**config.mk**
```make
export PLATFORM = sky130hd
export DESIGN_NAME = morse_encoder_flat
export DESIGN_NICKNAME = d
export VERILOG_FILES = /design/src/rtl/morse_encoder_pkg.sv /design/src/rtl/morse_encoder_if.sv /design/src/rtl/morse_encoder_lut.sv /design/src/rtl/morse_encoder.sv /design/src/flat_wrapper.sv
export SDC_FILE = /design/constraint.sdc
export NUM_CORES = 1
export LEC_CHECK = 0
export ABC_AREA = 0
export CORE_ASPECT_RATIO = 0.5
export CORE_UTILIZATION = 50
export DETAILED_ROUTE_END_ITERATION = 16
export PLACE_DENSITY_LB_ADDON = 0.2
export SLEW_MARGIN = 0
export SYNTH_ARGS = -nofsm -noshare
export SYNTH_HDL_FRONTEND = slang
export SYNTH_SLANG_ARGS = --single-unit
export TNS_END_PERCENT = 5
```
**constraint.sdc**
```tcl
create_clock -name clk_i -period 5.6 [get_ports clk_i]
set_input_delay 0.84 -clock clk_i [delete_from_list [all_inputs] [get_ports clk_i]]
set_output_delay 0.84 -clock clk_i [all_outputs]
set_load 0.01 [all_outputs]
```
**src/rtl/morse_encoder_pkg.sv**
```systemverilog
// Shared definitions for the Morse encoder slice.
// Holds the FSM state type, unit-length constants, ASCII constants, the
// packed pattern record returned by the lookup table, and a case-fold helper.
package morse_encoder_pkg;

    typedef enum logic [2:0] {
        ST_IDLE,
        ST_FETCH,
        ST_LOAD,
        ST_MARK,
        ST_SPACE,
        ST_GAP
    } state_t;

    localparam logic [2:0] DOT_UNITS        = 3'd1;
    localparam logic [2:0] DASH_UNITS       = 3'd3;
    localparam logic [2:0] SYM_GAP_UNITS    = 3'd1;
    localparam logic [2:0] LETTER_GAP_UNITS = 3'd3;
    localparam logic [2:0] WORD_EXTRA_UNITS = 3'd4;

    localparam logic [7:0] ASCII_SPACE       = 8'h20;
    localparam logic [7:0] ASCII_LOWER_A     = 8'h61;
    localparam logic [7:0] ASCII_LOWER_Z     = 8'h7A;
    localparam logic [7:0] ASCII_CASE_OFFSET = 8'h20;

    // Symbol i of a character is bits[i] (LSB first), 1 = dash.
    typedef struct packed {
        logic       valid;
        logic       is_space;
        logic [2:0] len;
        logic [4:0] bits;
    } pattern_t;

    function automatic logic [7:0] to_upper(input logic [7:0] c);
        if (c >= ASCII_LOWER_A && c <= ASCII_LOWER_Z) begin
            return c - ASCII_CASE_OFFSET;
        end
        return c;
    endfunction

endpackage

```
**src/rtl/morse_encoder_if.sv**
```systemverilog
// FIFO read-side handshake between the character FIFO and the encoder.
//   empty_i : FIFO empty flag
//   rdata_i : FIFO read data, valid the cycle after read_o is sampled high
//   read_o  : one-cycle read strobe issued by the encoder
// master = FIFO side, slave = encoder side.
interface morse_encoder_if #(
    parameter int WORD_BITS = 8
);
    logic                 empty_i;
    logic [WORD_BITS-1:0] rdata_i;
    logic                 read_o;

    modport master (output empty_i, output rdata_i, input read_o);
    modport slave  (input empty_i, input rdata_i, output read_o);
endinterface

```
**src/rtl/morse_encoder_lut.sv**
```systemverilog
// Combinational Morse lookup for uppercase A-Z and 0-9.
//   char_i     : uppercase ASCII character
//   valid_o    : character has a Morse pattern
//   is_space_o : character is ASCII space
//   len_o      : number of symbols (1-5)
//   bits_o     : symbol i = bits_o[i], 1 = dash
module morse_encoder_lut
    import morse_encoder_pkg::*;
(
    input  logic [7:0] char_i,
    output logic       valid_o,
    output logic       is_space_o,
    output logic [2:0] len_o,
    output logic [4:0] bits_o
);

    pattern_t pat;

    function automatic pattern_t code(input logic [2:0] l, input logic [4:0] b);
        return '{valid: 1'b1, is_space: 1'b0, len: l, bits: b};
    endfunction

    always_comb begin
        pat = '0;
        case (char_i)
            8'h41: pat = code(3'd2, 5'b00010); // A .-
            8'h42: pat = code(3'd4, 5'b00001); // B -...
            8'h43: pat = code(3'd4, 5'b00101); // C -.-.
            8'h44: pat = code(3'd3, 5'b00001); // D -..
            8'h45: pat = code(3'd1, 5'b00000); // E .
            8'h46: pat = code(3'd4, 5'b00100); // F ..-.
            8'h47: pat = code(3'd3, 5'b00011); // G --.
            8'h48: pat = code(3'd4, 5'b00000); // H ....
            8'h49: pat = code(3'd2, 5'b00000); // I ..
            8'h4A: pat = code(3'd4, 5'b01110); // J .---
            8'h4B: pat = code(3'd3, 5'b00101); // K -.-
            8'h4C: pat = code(3'd4, 5'b00010); // L .-..
            8'h4D: pat = code(3'd2, 5'b00011); // M --
            8'h4E: pat = code(3'd2, 5'b00001); // N -.
            8'h4F: pat = code(3'd3, 5'b00111); // O ---
            8'h50: pat = code(3'd4, 5'b00110); // P .--.
            8'h51: pat = code(3'd4, 5'b01011); // Q --.-
            8'h52: pat = code(3'd3, 5'b00010); // R .-.
            8'h53: pat = code(3'd3, 5'b00000); // S ...
            8'h54: pat = code(3'd1, 5'b00001); // T -
            8'h55: pat = code(3'd3, 5'b00100); // U ..-
            8'h56: pat = code(3'd4, 5'b01000); // V ...-
            8'h57: pat = code(3'd3, 5'b00110); // W .--
            8'h58: pat = code(3'd4, 5'b01001); // X -..-
            8'h59: pat = code(3'd4, 5'b01101); // Y -.--
            8'h5A: pat = code(3'd4, 5'b00011); // Z --..
            8'h30: pat = code(3'd5, 5'b11111); // 0 -----
            8'h31: pat = code(3'd5, 5'b11110); // 1 .----
            8'h32: pat = code(3'd5, 5'b11100); // 2 ..---
            8'h33: pat = code(3'd5, 5'b11000); // 3 ...--
            8'h34: pat = code(3'd5, 5'b10000); // 4 ....-
            8'h35: pat = code(3'd5, 5'b00000); // 5 .....
            8'h36: pat = code(3'd5, 5'b00001); // 6 -....
            8'h37: pat = code(3'd5, 5'b00011); // 7 --...
            8'h38: pat = code(3'd5, 5'b00111); // 8 ---..
            8'h39: pat = code(3'd5, 5'b01111); // 9 ----.
            ASCII_SPACE: pat.is_space = 1'b1;
            default: pat = '0;
        endcase
    end

    assign valid_o    = pat.valid;
    assign is_space_o = pat.is_space;
    assign len_o      = pat.len;
    assign bits_o     = pat.bits;

endmodule

```
**src/rtl/morse_encoder.sv**
```systemverilog
// Morse encoder: pops ASCII characters from the FIFO and keys signal_o with
// standard unit timing (dot 1, dash 3, symbol gap 1, letter gap 3, word gap 7).
//   clk_i    : system clock
//   reset_i  : synchronous active-high reset
//   fifo     : FIFO read handshake (empty_i, rdata_i, read_o)
//   signal_o : key output, 1 = tone/LED on
//   busy_o   : high whenever the FSM is not idle
//   skip_o   : one-cycle pulse for a character with no Morse code
module morse_encoder
    import morse_encoder_pkg::*;
#(
    parameter int WORD_BITS     = 8,
    parameter int CLKS_PER_UNIT = 12_000_000
) (
    input  logic              clk_i,
    input  logic              reset_i,
    morse_encoder_if.slave    fifo,
    output logic              signal_o,
    output logic              busy_o,
    output logic              skip_o
);

    localparam int              TICK_W    = (CLKS_PER_UNIT > 1) ? $clog2(CLKS_PER_UNIT) : 1;
    localparam logic [TICK_W-1:0] TICK_LAST = TICK_W'(CLKS_PER_UNIT - 1);

    state_t               state_q, state_d;
    logic [TICK_W-1:0]    tick_q, tick_d;
    logic [2:0]           unit_q, unit_d;
    logic [2:0]           idx_q, idx_d;
    logic [2:0]           gap_q, gap_d;
    logic [7:0]           char_q, char_d;
    logic                 skip_q, skip_d;

    logic [WORD_BITS-1:0] rdata_w;
    logic [7:0]           rx_char, lut_char;
    logic                 lut_valid, lut_is_space;
    logic [2:0]           lut_len, lut_bits_len_unused_guard;
    logic [4:0]           lut_bits;
    logic [2:0]           need;
    logic                 tick_last, unit_done;

    assign rdata_w  = fifo.rdata_i;
    assign rx_char  = to_upper(rdata_w[7:0]);
    // The LUT looks at the incoming byte while loading, then at the held char.
    assign lut_char = (state_q == ST_LOAD) ? rx_char : char_q;
    assign lut_bits_len_unused_guard = lut_len;

    morse_encoder_lut u_lut (
        .char_i     (lut_char),
        .valid_o    (lut_valid),
        .is_space_o (lut_is_space),
        .len_o      (lut_len),
        .bits_o     (lut_bits)
    );

    always_comb begin
        need = gap_q;
        case (state_q)
            ST_MARK:  need = lut_bits[idx_q] ? DASH_UNITS : DOT_UNITS;
            ST_SPACE: need = SYM_GAP_UNITS;
            default:  need = gap_q;
        endcase
    end

    assign tick_last = (tick_q == TICK_LAST);
    assign unit_done = tick_last && (unit_q == need - 3'd1);

    always_comb begin
        state_d = state_q;
        idx_d   = idx_q;
        gap_d   = gap_q;
        char_d  = char_q;
        skip_d  = 1'b0;
        case (state_q)
            ST_IDLE:  if (!fifo.empty_i) state_d = ST_FETCH;
            ST_FETCH: state_d = ST_LOAD;
            ST_LOAD: begin
                char_d = rx_char;
                if (lut_valid) begin
                    state_d = ST_MARK;
                    idx_d   = '0;
                end else if (lut_is_space) begin
                    state_d = ST_GAP;
                    gap_d   = WORD_EXTRA_UNITS;
                end else begin
                    // Unknown char: skip_o is registered, so it is shown during
                    // a zero-length GAP cycle before returning to IDLE.
                    state_d = ST_GAP;
                    gap_d   = '0;
                    skip_d  = 1'b1;
                end
            end
            ST_MARK: begin
                if (unit_done) begin
                    if (idx_q == lut_bits_len_unused_guard - 3'd1) begin
                        state_d = ST_GAP;
                        gap_d   = LETTER_GAP_UNITS;
                    end else begin
                        state_d = ST_SPACE;
                    end
                end
            end
            ST_SPACE: begin
                if (unit_done) begin
                    state_d = ST_MARK;
                    idx_d   = idx_q + 3'd1;
                end
            end
            ST_GAP:   if (gap_q == '0 || unit_done) state_d = ST_IDLE;
            default:  state_d = ST_IDLE;
        endcase
    end

    always_comb begin
        if (state_d != state_q) begin
            tick_d = '0;
            unit_d = '0;
        end else if (tick_last) begin
            tick_d = '0;
            unit_d = unit_q + 3'd1;
        end else begin
            tick_d = tick_q + TICK_W'(1);
            unit_d = unit_q;
        end
    end

    always_ff @(posedge clk_i) begin
        if (reset_i) begin
            state_q <= ST_IDLE;
            tick_q  <= '0;
            unit_q  <= '0;
            idx_q   <= '0;
            gap_q   <= '0;
            char_q  <= '0;
            skip_q  <= 1'b0;
        end else begin
            state_q <= state_d;
            tick_q  <= tick_d;
            unit_q  <= unit_d;
            idx_q   <= idx_d;
            gap_q   <= gap_d;
            char_q  <= char_d;
            skip_q  <= skip_d;
        end
    end

    assign fifo.read_o = (state_q == ST_FETCH);
    assign signal_o    = (state_q == ST_MARK);
    assign busy_o      = (state_q != ST_IDLE);
    assign skip_o      = skip_q;

endmodule
```
**src/flat_wrapper.sv**
```systemverilog
// flat-port wrapper written by rule: the top's interface ports become plain ports
module morse_encoder_flat import morse_encoder_pkg::*;
#(
    parameter int WORD_BITS     = 8,
    parameter int CLKS_PER_UNIT = 12_000_000
)
  (clk_i, reset_i, signal_o, busy_o, skip_o, fifo_empty_i, fifo_rdata_i, fifo_read_o);
  morse_encoder_if #(.WORD_BITS(WORD_BITS)) fifo_i ();
  input  logic clk_i;
  input  logic reset_i;
  output logic signal_o;
  output logic busy_o;
  output logic skip_o;
  input wire logic [$bits(fifo_i.empty_i)-1:0] fifo_empty_i;
  input wire logic [$bits(fifo_i.rdata_i)-1:0] fifo_rdata_i;
  output wire logic [$bits(fifo_i.read_o)-1:0] fifo_read_o;
  assign fifo_i.empty_i = fifo_empty_i;
  assign fifo_i.rdata_i = fifo_rdata_i;
  assign fifo_read_o = fifo_i.read_o;
  morse_encoder #(.WORD_BITS(WORD_BITS), .CLKS_PER_UNIT(CLKS_PER_UNIT)) u_core (.clk_i(clk_i), .reset_i(reset_i), .fifo(fifo_i), .signal_o(signal_o), .busy_o(busy_o), .skip_o(skip_o));
endmodule
```
== After elaboration in Yosys (flattened, before gate mapping) ==
Cells that the tools add are included.

* Word-level logic and storage cells: 109
* Output and inout bits: 4
* Bits of input ports: 11
* Flip-flop bits (word level): 45

* Muxes and demuxes: 27
* Bitwise logic cells: 1
* $add $sub $neg: 6
* $lt $le $gt $ge: 3
* Equality and inequality tests: 51
* Reduce and logical (&&, ||, !) cells: 14

{| class="wikitable"
|+ Operators with widths
! cell !! number
|-
| 8-bit one-hot mux with 36 select lines || 1
|-
| 8-bit by 7-bit equality test with 1-bit output, second input constant || 26
|-
| 8-bit by 6-bit equality test with 1-bit output, second input constant || 11
|-
| 36-bit OR reduction || 1
|-
| 3-bit two-way mux || 11
|-
| 24-bit by 1-bit adder with 24-bit output, second input constant || 1
|-
| 24-bit equality test, second input constant || 1
|-
| 8-bit two-way mux || 3
|-
| 3-bit one-hot mux with 2 select lines || 3
|-
| 3-bit one-hot mux with 6 select lines || 1
|-
| 8-bit by 7-bit >= comparator with 1-bit output, second input constant || 1
|-
| 8-bit by 7-bit <= comparator with 1-bit output, second input constant || 1
|-
| 2-bit by 1-bit inequality test with 1-bit output, second input constant || 4
|-
| 8-bit by 6-bit subtractor with 8-bit output, second input constant || 1
|-
| 3-bit by 1-bit adder with 3-bit output, second input constant || 2
|-
| 3-bit by 2-bit equality test with 1-bit output, second input constant || 2
|-
| 3-bit equality test || 2
|-
| 3-bit equality test, second input constant || 2
|-
| 3-bit logical NOT || 2
|-
| 1-bit two-way mux || 6
|-
| 3-bit OR reduction || 2
|-
| 3-bit by 1-bit subtractor with 3-bit output, second input constant || 2
|-
| 3-bit by 4-bit less-than comparator with 1-bit output, second input constant || 1
|-
| 4-bit AND reduction || 1
|-
| 12 further kinds || 14
|}

== Depth between registers and ports, before layout ==
Gate-level depths: netlist of run 1.

* Depth in word-level cells: 19
* Depth in mapped cells: 20
* Mapped depth without buffers: 18

== Modules after synthesis ==
Synthesis of run 1 repeated with hierarchy kept, for this count alone.

* Cells, all modules: 416
* Area, all modules: 3149.3 um2

{| class="wikitable"
|+ Modules (own cells, without submodules)
! module !! area an instance (um2) !! cells an instance !! seq. area each (um2) !! times used
|-
| morse_encoder || 2463.6 || 297 || 880.8 || 1
|-
| morse_encoder_lut || 685.7 || 119 || 0.0 || 1
|}

== Worst setup path after synthesis of run 1 ==
Ideal clock, no wire load.

* Path type: input to register
* Start: input fifo_rdata_i[0]
* End: register u_core.tick_q[11]
* Stages on the path: 19
* Buffers on the path: 3
* Required time: 5.483 ns
* Slack: 0.652 ns
* Data arrival time: 4.831 ns
* Library setup time: 0.117 ns
* Cells stage by stage: buf_6 or4_4 o221ai_1 o31a_2 buf_6 nand3_1 o2111ai_1 a211oi_1 a211oi_1 a21oi_1 ha_1 xor2_1 or4b_2 a21boi_1 o2111ai_1 o211ai_1 nand2b_1 buf_2 nor2_1

* Word-level cells in the longest chain between the ends: 19
* Elaborated cells between the ends (all ways): 65
* Classes of those cells: add/sub: 3; order compare: 2; eq/ne: 39; mux: 16; reduce/logical: 5

{| class="wikitable"
|+ Ends and longest elaborated chain
! item !! line !! source
|-
| start: declaration || flat_wrapper.sv:15 || <nowiki>input wire logic [$bits(fifo_i.rdata_i)-1:0] fifo_rdata_i;</nowiki>
|-
| 8-bit by 7-bit >= comparator with 1-bit output or 8-bit by 7-bit <= comparator with 1-bit output (tied branches) || morse_encoder_pkg.sv:35 || <nowiki>if (c >= ASCII_LOWER_A && c <= ASCII_LOWER_Z) begin</nowiki>
|-
| 1-bit logical AND || morse_encoder_pkg.sv:35 ||
|-
| 1-bit two-way mux || morse_encoder_pkg.sv:35 ||
|-
| 8-bit two-way mux * || morse_encoder_pkg.sv:38 || <nowiki>return c;</nowiki>
|-
| 8-bit two-way mux * || - ||
|-
| 8-bit by 6-bit equality test with 1-bit output or 8-bit by 7-bit equality test with 1-bit output (tied branches) || morse_encoder_lut.sv:25 || <nowiki>case (char_i)</nowiki>
|-
| 8-bit one-hot mux with 36 select lines || morse_encoder_lut.sv:25 ||
|-
| 1-bit binary-select mux with 3-bit select || morse_encoder.sv:59 || <nowiki>ST_MARK: need = lut_bits[idx_q] ? DASH_UNITS : DOT_UNITS;</nowiki>
|-
| (+3 left out) || - ||
|-
| 3-bit by 1-bit subtractor with 3-bit output || morse_encoder.sv:66 || <nowiki>assign unit_done = tick_last && (unit_q == need - 3'd1);</nowiki>
|-
| 3-bit equality test || morse_encoder.sv:66 ||
|-
| 1-bit logical AND || morse_encoder.sv:66 ||
|-
| 1-bit logical OR || morse_encoder.sv:109 || <nowiki>ST_GAP: if (gap_q == '0 || unit_done) state_d = ST_IDLE;</nowiki>
|-
| 3-bit two-way mux || morse_encoder.sv:109 ||
|-
| 3-bit one-hot mux with 6 select lines * || morse_encoder.sv:74 || <nowiki>case (state_q)</nowiki>
|-
| 3-bit inequality test * || morse_encoder.sv:115 || <nowiki>if (state_d != state_q) begin</nowiki>
|-
| 3-bit OR reduction (no source line) * || - ||
|-
| end signal: assignment || morse_encoder.sv:138 || <nowiki>tick_q <= tick_d;</nowiki>
|-
| end: declaration || morse_encoder.sv:27 || <nowiki>logic [TICK_W-1:0] tick_q, tick_d;</nowiki>
|}

Every way passes the cells marked *; elsewhere a longest branch is shown, timed or not. The select of a mux whose other input is x is not followed.
A chain may end at the register's enable or synchronous reset.

== Worst setup path in the final report of run 1 ==
* Start: input fifo_rdata_i[2]
* End: register u_core.gap_q[1]

* Word-level cells in the longest chain between the ends: 16
* Elaborated cells between the ends (all ways): 60
* Classes of those cells: add/sub: 3; order compare: 2; eq/ne: 41; mux: 10; reduce/logical: 4

{| class="wikitable"
|+ Ends and longest elaborated chain
! item !! line !! source
|-
| 8-bit by 7-bit >= comparator with 1-bit output or 8-bit by 7-bit <= comparator with 1-bit output (tied branches) || morse_encoder_pkg.sv:35 ||
|-
| 1-bit logical AND || morse_encoder_pkg.sv:35 ||
|-
| 1-bit two-way mux || morse_encoder_pkg.sv:35 ||
|-
| 8-bit two-way mux * || morse_encoder_pkg.sv:38 ||
|-
| 8-bit two-way mux * || - ||
|-
| 8-bit by 6-bit equality test with 1-bit output or 8-bit by 7-bit equality test with 1-bit output (tied branches) || morse_encoder_lut.sv:25 ||
|-
| 8-bit one-hot mux with 36 select lines || morse_encoder_lut.sv:25 ||
|-
| 1-bit binary-select mux with 3-bit select || morse_encoder.sv:59 ||
|-
| 1-bit two-way mux (implied by the code) || morse_encoder.sv:59 ||
|-
| 2-bit two-way mux || morse_encoder.sv:59 ||
|-
| 3-bit one-hot mux with 2 select lines || morse_encoder.sv:58 || <nowiki>case (state_q)</nowiki>
|-
| 3-bit by 1-bit subtractor with 3-bit output || morse_encoder.sv:66 ||
|-
| 3-bit equality test || morse_encoder.sv:66 ||
|-
| 1-bit logical AND || morse_encoder.sv:66 ||
|-
| 2-bit by 1-bit inequality test with 1-bit output (no source line) || - ||
|-
| 4-bit AND reduction (no source line) * || - ||
|-
| end signal: assignment || morse_encoder.sv:141 || <nowiki>gap_q <= gap_d;</nowiki>
|-
| end: declaration || morse_encoder.sv:30 || <nowiki>logic [2:0] gap_q, gap_d;</nowiki>
|}

Marked as above.

==> results of run 1 <==
-- metal layers --
metal | part of all wire | up-vias
met1 | 0.49 | 1587
met2 | 0.44 | 94
met5 | 0 | -
li1 | - | 1722
met3 | 0.060 | 14
met4 | 0.013 | 0
-- repair_timing --
item,in CTS,in global routing
endpoints found under the setup margin,0,13
hold endpoints to repair,0,0
resized for setup,0,1
buffers inserted,0,0
-- sequential cells by signal, summed over array words and instances (netlist names) --
signal,flops
u_core.char_q,8
u_core.gap_q,2
u_core.idx_q,3
u_core.skip_o,1
u_core.state_q,3
u_core.tick_q,24
u_core.unit_q,3
-- layout make-up --
class	instances	area [sq um]
Clock buffer	6	139
Clock inverter	2	38.8
Fill cell	619	2760
Inverter	13	48.8
Multi-Input combinational cell	377	2420
Sequential cell	44	881
Tap cell	92	115
Timing Repair Buffer	40	348
-- worst reg2reg max path, cell delays in order, from the launching register on --
cell,delay (ns)
dfxtp_1,0.34
buf_4,0.19
nor3b_4,0.59
mux2i_2,0.15
or4_1,0.41
a31oi_1,0.25
o211a_1,0.27
a211oi_1,0.08
a211oi_1,0.23
a21oi_1,0.11
ha_1,0.20
xor2_1,0.16
or4b_2,0.63
a21boi_1,0.19
o2111ai_1,0.22
nor2_1,0.15
or4b_4,0.48
a211oi_2,0.21
-- per-stage QoR --
step	hold WS (ns)	cell area [sq um]
2_1_floorplan	0.430	3520
3_3_place_gp	0.444	3810
3_5_place_dp	0.454	3810
4_1_cts	0.469	3990
5_1_grt	0.506	3990
6_report	0.465	3990
-- placed cells by master (no fill, tap or decap), types with 3 or more instances in the layout --
cell type        Yosys  routed
or3_1                5       5
dfxtp_1             44      44
o21ai_0             18      18
nand3_1             33      33
and3_1               6       6
buf_4                0      25
nand2b_1             7       7
ha_1                 6       6
nand4_1             10      10
inv_1               13      13
o2111ai_1            6       6
xnor2_1             19      19
a31oi_1              5       5
xor2_1              20      20
nor3b_1              8       8
nor2_1              65      65
nor3_1               9       9
clkbuf_16            0       5
nand2_1             34      34
a211oi_1             7       7
nand3b_1             7       7
nand4b_1             5       5
clkdlybuf4s50_1      0      14
mux2i_1              7       7
mux2_2               4       4
o211ai_1             3       3
a21oi_1             26      26
nor4_1               3       3
nor2b_1             10      10
-- cell families (layout without fill, tap and decap cells) --
kind of cell               Yosys count  in the layout  share of synthesized area
and+or+nand+nor                    219            219                      0.328
AOI/OAI and AO/OA                   99             99                      0.196
buffers and inverters               48             61                     0.0626
DFF                                 44             44                      0.250
xor gates and xnor gates            39             39                     0.0971
muxes                               14             14                     0.0448
adders and majority gates            6              6                     0.0213
-- power by group through the flow --
stage / logic (W) / clock network [W] / registers [W]
floorplan: 0.000188 / 0 / 0.000338
global placement: 0.000264 / 0 / 0.000343
detailed placement: 0.000263 / 0 / 0.000344
CTS: 0.000265 / 0.000366 / 0.000336
global route: 0.000292 / 0.000382 / 0.000338
finish: 0.000269 / 0.000358 / 0.000337
-- path summary, 6_finish.rpt --
kind | to | slack (ns) | cells after the start | start
max reg2reg | u_core.gap_q[1] | 0.66 | 17 | u_core.state_q[2]
min reg2reg | u_core.tick_q[0] | 0.46 | 1 | u_core.tick_q[0]
max | u_core.gap_q[1] | 0.36 | 17 | fifo_rdata_i[2]
min | u_core.tick_q[0] | 0.46 | 1 | u_core.tick_q[0]
==> metrics.txt, run 1 <==
global-route met3 utilization 0.0537; Cell Chain, Critical Path clkdlybuf4s50_1, or4_4, o221ai_1, o31a_2, nand3_1, o2111ai_1, a211oi_1, a211oi_1, a21oi_1, ha_1, xor2_1, or4b_2, a21boi_1, o2111ai_1, nor2_1, or4b_4, a211oi_2; cell with the biggest individual delay on the critical path or4b_2; Yosys top cell area share 0.250; maximum vdd drop 0.000155 V; initial cell density of the core 0.521; number of warnings reported in the yosys synthesis log 0; H-tree level count 2; Req. time, crit path 5.81 ns; count of maximum capacitance violations 0; Die Span Y 61.3 microns; Final Non-Filler Cells 574; Min-Delay Path Class register to register; run status finished clean; all-layer global routing usage 0.248; post-synthesis sequential area ratio 0.250; normalized max-slew margin 0.445; clock tree from TritonCTS done; vias in the first global route 2949; global placement routability congestion 0.916; total I/O pin count 15; area growth from synthesis to layout 13.4%; clock tree root driver cell clkbuf_16; clock latency reported for the late side of the worst-skew pair 0.30 ns; number of distinct library cell variants in the gate-level netlist after synthesis 72; final core area utilization 0.591; count of state elements after synthesis 44; CP Max Fanout 11; Clock Power Share 0.372; clock sink total 44; average cell area after synthesis 7.50 sq um; initial antenna violation count 0; final clock skew 0.0105 ns; Post-synth top cells 65 x nor2_1, 44 x dfxtp_1, 34 x nand2_1; post-route clock period utilization 0.936; number of buffers between clock root and the deepest sink 2; die area 7400 sq um; overall power of the completed layout 0.000964 W; Post-synth top flop dfxtp_1; category of the worst setup path launch point input pin; number of max-slew violations in the final report 0; post-synthesis instance area 3520 sq um; DP Cell Count 566; leading post-synthesis cells by cell area dfxtp_1 25%, nor2_1 6.9%, xor2_1 5.0%; Max Fclk 191 MHz; post-route worst setup slack 0.360 ns; top cell type by total area after synthesis dfxtp_1; horizontal die dimension 121 microns; maximum number of pins on one net before global-route repair 27; post-place setup slack 0.0689 ns; Bufs and invs on worst path 1; final hold violation count 0; share of cells above drive strength 1 0.116; global-route layer with the greatest usage met2; Std-Cell Rows 21; global route total overflow 0; final layout net count 498; Vias per Instance 5.95; EDFF count, synth 0; top-count cell post-synth nor2_1; critical path class input pin to register; number of buffers added on ports 14; number of nets produced by synthesis 486; final setup violation count 0; Sequential Power Share 0.349; critical path data arrival time 5.45 ns; share of total power in combinational logic 0.279; RSZ-0062 raised after global routing false; number of hold buffers added after CTS 0; post-detailed-route DRC marker count 0; GR met2 Demand/Resource 0.407; delay of the slowest critical-path stage 0.63 ns; number of antenna cells inserted 0; DRT iter0 DRCs 307; static leakage power 1.38 nW; critical path capture point type register; Inserted Clock Buffers 5; routed wire length per instance 15.3 microns; wire length of the first global-routing pass 14400 microns; synthesized instance count 469; Worst Max-Slew Pin Slew 0.829 ns; switching part of the total power 0.317; NetSw 0.000306 W; total vias in the final route 3417; power density normalized to cell area 242 nW/um^2; global routing met1 resource utilization 0.337; core footprint 6750 sq um; Detailed Routing Iterations Pass 1 4; CTS clk-pin slew, worst paths 0.07 ns; clock period minus final worst setup slack 5.24 ns; routed wire length 8780 microns; proportion of register bits with asynchronous set or reset after synthesis 0; final antenna-violating net count 0; Top delay family on crit path simple AND/OR/NAND/NOR gates; cell-internal power 0.000659 W; estimated wirelength of the detail-placed design 6200 microns; Post-Route Setup TNS 0 ns
Note: power is estimated with default switching activity, not from simulation.
==> run 2: changes to the inputs <==
- RECOVER_POWER: not set -> 25
- clock period: 5.6 -> 6.71 ns (I/O delays scaled with it)
==> metrics.txt, run 2 (synthesis gave the netlist of run 1 again) <==
global route total overflow 0 (unchanged); top library cells by usage in the layout, fill and taps aside 65 x nor2_1, 44 x dfxtp_1, 34 x nand2_1; fill cell instance count of the final layout 648 (+4.7%); total vias in the final route 3338 (-2.3%); final layout net count 479 (-3.8%); post-cts gate resize count 0 (unchanged); post-CTS setup buffers 0 (unchanged); estimated wirelength of the detail-placed design 5800 microns (-6.4%); flip-flop count of the largest register after layout 24 (unchanged); Cell Chain, Critical Path dlygate4sd3_1, or4_1, o221ai_1, o31a_2, nand3_1, o221ai_1, o41ai_1, a31oi_1, a21oi_1, ha_1, xor2_1, or4b_2, a21boi_1, o2111ai_1, o211ai_1, nand2b_1, nor2_1; clock latency reported for the late side of the worst-skew pair 0.29 ns (about the same); normalized max-slew margin 0.431 (-0.0142); vias in the first global route 2826 (-4.2%); critical path capture point type register; number of max-slew violations in the final report 0 (unchanged); most used cell along the critical path o221ai_1; largest registers in the final layout u_core.tick_q (24), u_core.char_q (8); all-layer global routing usage 0.232 (-0.0159); Levels on crit path 17 (unchanged); Vias per Instance 6.01 (+1.0%); Die Span Y 61.3 microns (unchanged); DRT iter0 DRCs 425 (+38%); clock period minus final worst setup slack 5.94 ns; placed inst area 3660 sq um (-4.1%); Top delay family on crit path compound AO/OA/AOI/OAI gates; Req. time, crit path 6.87 ns (+1.06 ns); Std-Cell Rows 21 (unchanged); wire length of the first global-routing pass 13700 microns (-5.1%); routed wire length per instance 15.1 microns (-1.6%); critical path class input pin to register; die area 7400 sq um (unchanged); final setup violation count 0 (unchanged); final clock skew 0.00857 ns (-0.00191 ns); H-tree level count 2 (unchanged); final hold violation count 0 (unchanged); startpoint of the lowest-slack register-to-register path u_core.state_q[0]; count of maximum capacitance violations 0 (unchanged); final std cell area, no fill 3820 sq um (-4.1%); area growth from synthesis to layout 8.67%; share of cells above drive strength 1 0.0778 (-0.0384); hold wc startpoint u_core.tick_q[0]; clock tree root driver cell clkbuf_16; post-detailed-route DRC marker count 0 (unchanged); Worst Max-Slew Pin Slew 0.851 ns (+0.0211 ns); final antenna-violating net count 0 (unchanged); delay of the slowest critical-path stage 0.63 ns (about the same); Max Fclk 168 MHz; final core area utilization 0.566 (-0.0245); clock tree from TritonCTS done; maximum vdd drop 0.000165 V (+6.6%); total I/O pin count 15 (unchanged); core footprint 6750 sq um (unchanged); cells on worst reg2reg path 17 (unchanged); global placement routability congestion 0.914 (-0.22%); endpoint of the most critical setup path u_core.tick_q[23]; number of buffers added on ports 14 (unchanged); routed wire length 8350 microns (-4.8%); setup slack on the worst flop-to-flop path 1.11 ns (+0.45 ns); run status finished clean; number of antenna cells inserted 0 (unchanged); CTS clk-pin slew, worst paths 0.06 ns (about the same); Post-Route Setup TNS 0 ns (unchanged); cell with the biggest individual delay on the critical path or4b_2; critical path data arrival time 6.09 ns (+0.64 ns); CP Max Fanout 15 (+4); horizontal die dimension 121 microns (unchanged); initial cell density of the core 0.521 (unchanged); clock sink total 44 (unchanged); Inserted Clock Buffers 5 (unchanged); number of buffers between clock root and the deepest sink 2 (unchanged); Min-Delay Path Class register to register; Crit Reg-Reg Endpoint u_core.tick_q[23]; power density normalized to cell area 200 nW/um^2 (-17%); Critical path origin fifo_rdata_i[2]; RSZ-0062 raised after global routing false; static leakage power 1.29 nW (-6.8%); category of the worst setup path launch point input pin; post-route clock period utilization 0.885; Bufs and invs on worst path 1 (unchanged); register with the most flip-flops u_core.tick_q; number of hold buffers added after CTS 0 (unchanged); most common library cell in the layout ignoring fill and taps nor2_1; initial antenna violation count 0 (unchanged); maximum number of pins on one net before global-route repair 32 (+19%); Detailed Routing Iterations Pass 1 5 (+1)
run 2: layer usage:
layer / vias to the layer above / track usage / wire, microns
met3: 16 / 0.0407 / 463
met5: - / 0 / 0
met4: 0 / 0.0494 / 82
met2: 91 / 0.383 / 3630
li1: 1683 / - / -
met1: 1548 / 0.324 / 4170
run 2: area by class of cell:
| type | count | area, sq um | area share |
|---|---|---|---|
| clock buffers | 5 | 125 | 0.0327 |
| clock inverters | 3 | 47.5 | 0.0124 |
| multi-input cells | 377 | 2410 | 0.631 |
| flip-flops and latches | 44 | 881 | 0.230 |
| repair buffers | 21 | 193 | 0.0504 |
| inverters | 13 | 48.8 | 0.0128 |
| well taps | 92 | 115 | 0.0301 |
run 2: worst register-to-register path, delay by kind of cell, from the launching register on:
kind	cells	cell delay (ns)
buffers and inverters	1	0.38
AO/OA/AOI/OAI	8	1.84
flip-flops	1	0.65
adder cells (fa/ha/maj)	1	0.20
XOR/XNOR	1	0.16
multiplexers	1	0.22
AND/OR/NAND/NOR	5	2.03
run 2: through the flow:
stage | instances | power [W] | hold WS [ns] | setup WS [ns]
after floorplan | 469 | 0.000439 | 0.430 | 1.60
after global placement | 547 | 0.000484 | 0.442 | 0.706
after detailed placement | 547 | 0.000483 | 0.452 | 0.656
after CTS | 555 | 0.000770 | 0.468 | 0.939
after global routing | 555 | 0.000802 | 0.478 | 0.365
final | 555 | 0.000765 | 0.462 | 0.775
run 2: worst min-delay path by stage:
| stage | endpoint | slack (ns) | depth (start not counted) |
|---|---|---|---|
| final | u_core.tick_q[0] | 0.46 | 1 |
| after global routing | u_core.tick_q[0] | 0.48 | 1 |
| after CTS | u_core.tick_q[0] | 0.47 | 1 |
| after detailed placement | u_core.tick_q[0] | 0.45 | 1 |
| after global placement | u_core.tick_q[0] | 0.44 | 1 |
| after floorplan | u_core.tick_q[0] | 0.43 | 1 |
run 2: power breakdown:
part | internal (W) | switching, W
registers | 0.000270 | 0.0000228
clock network | 0.000177 | 0.000110
logic | 0.0000726 | 0.000113
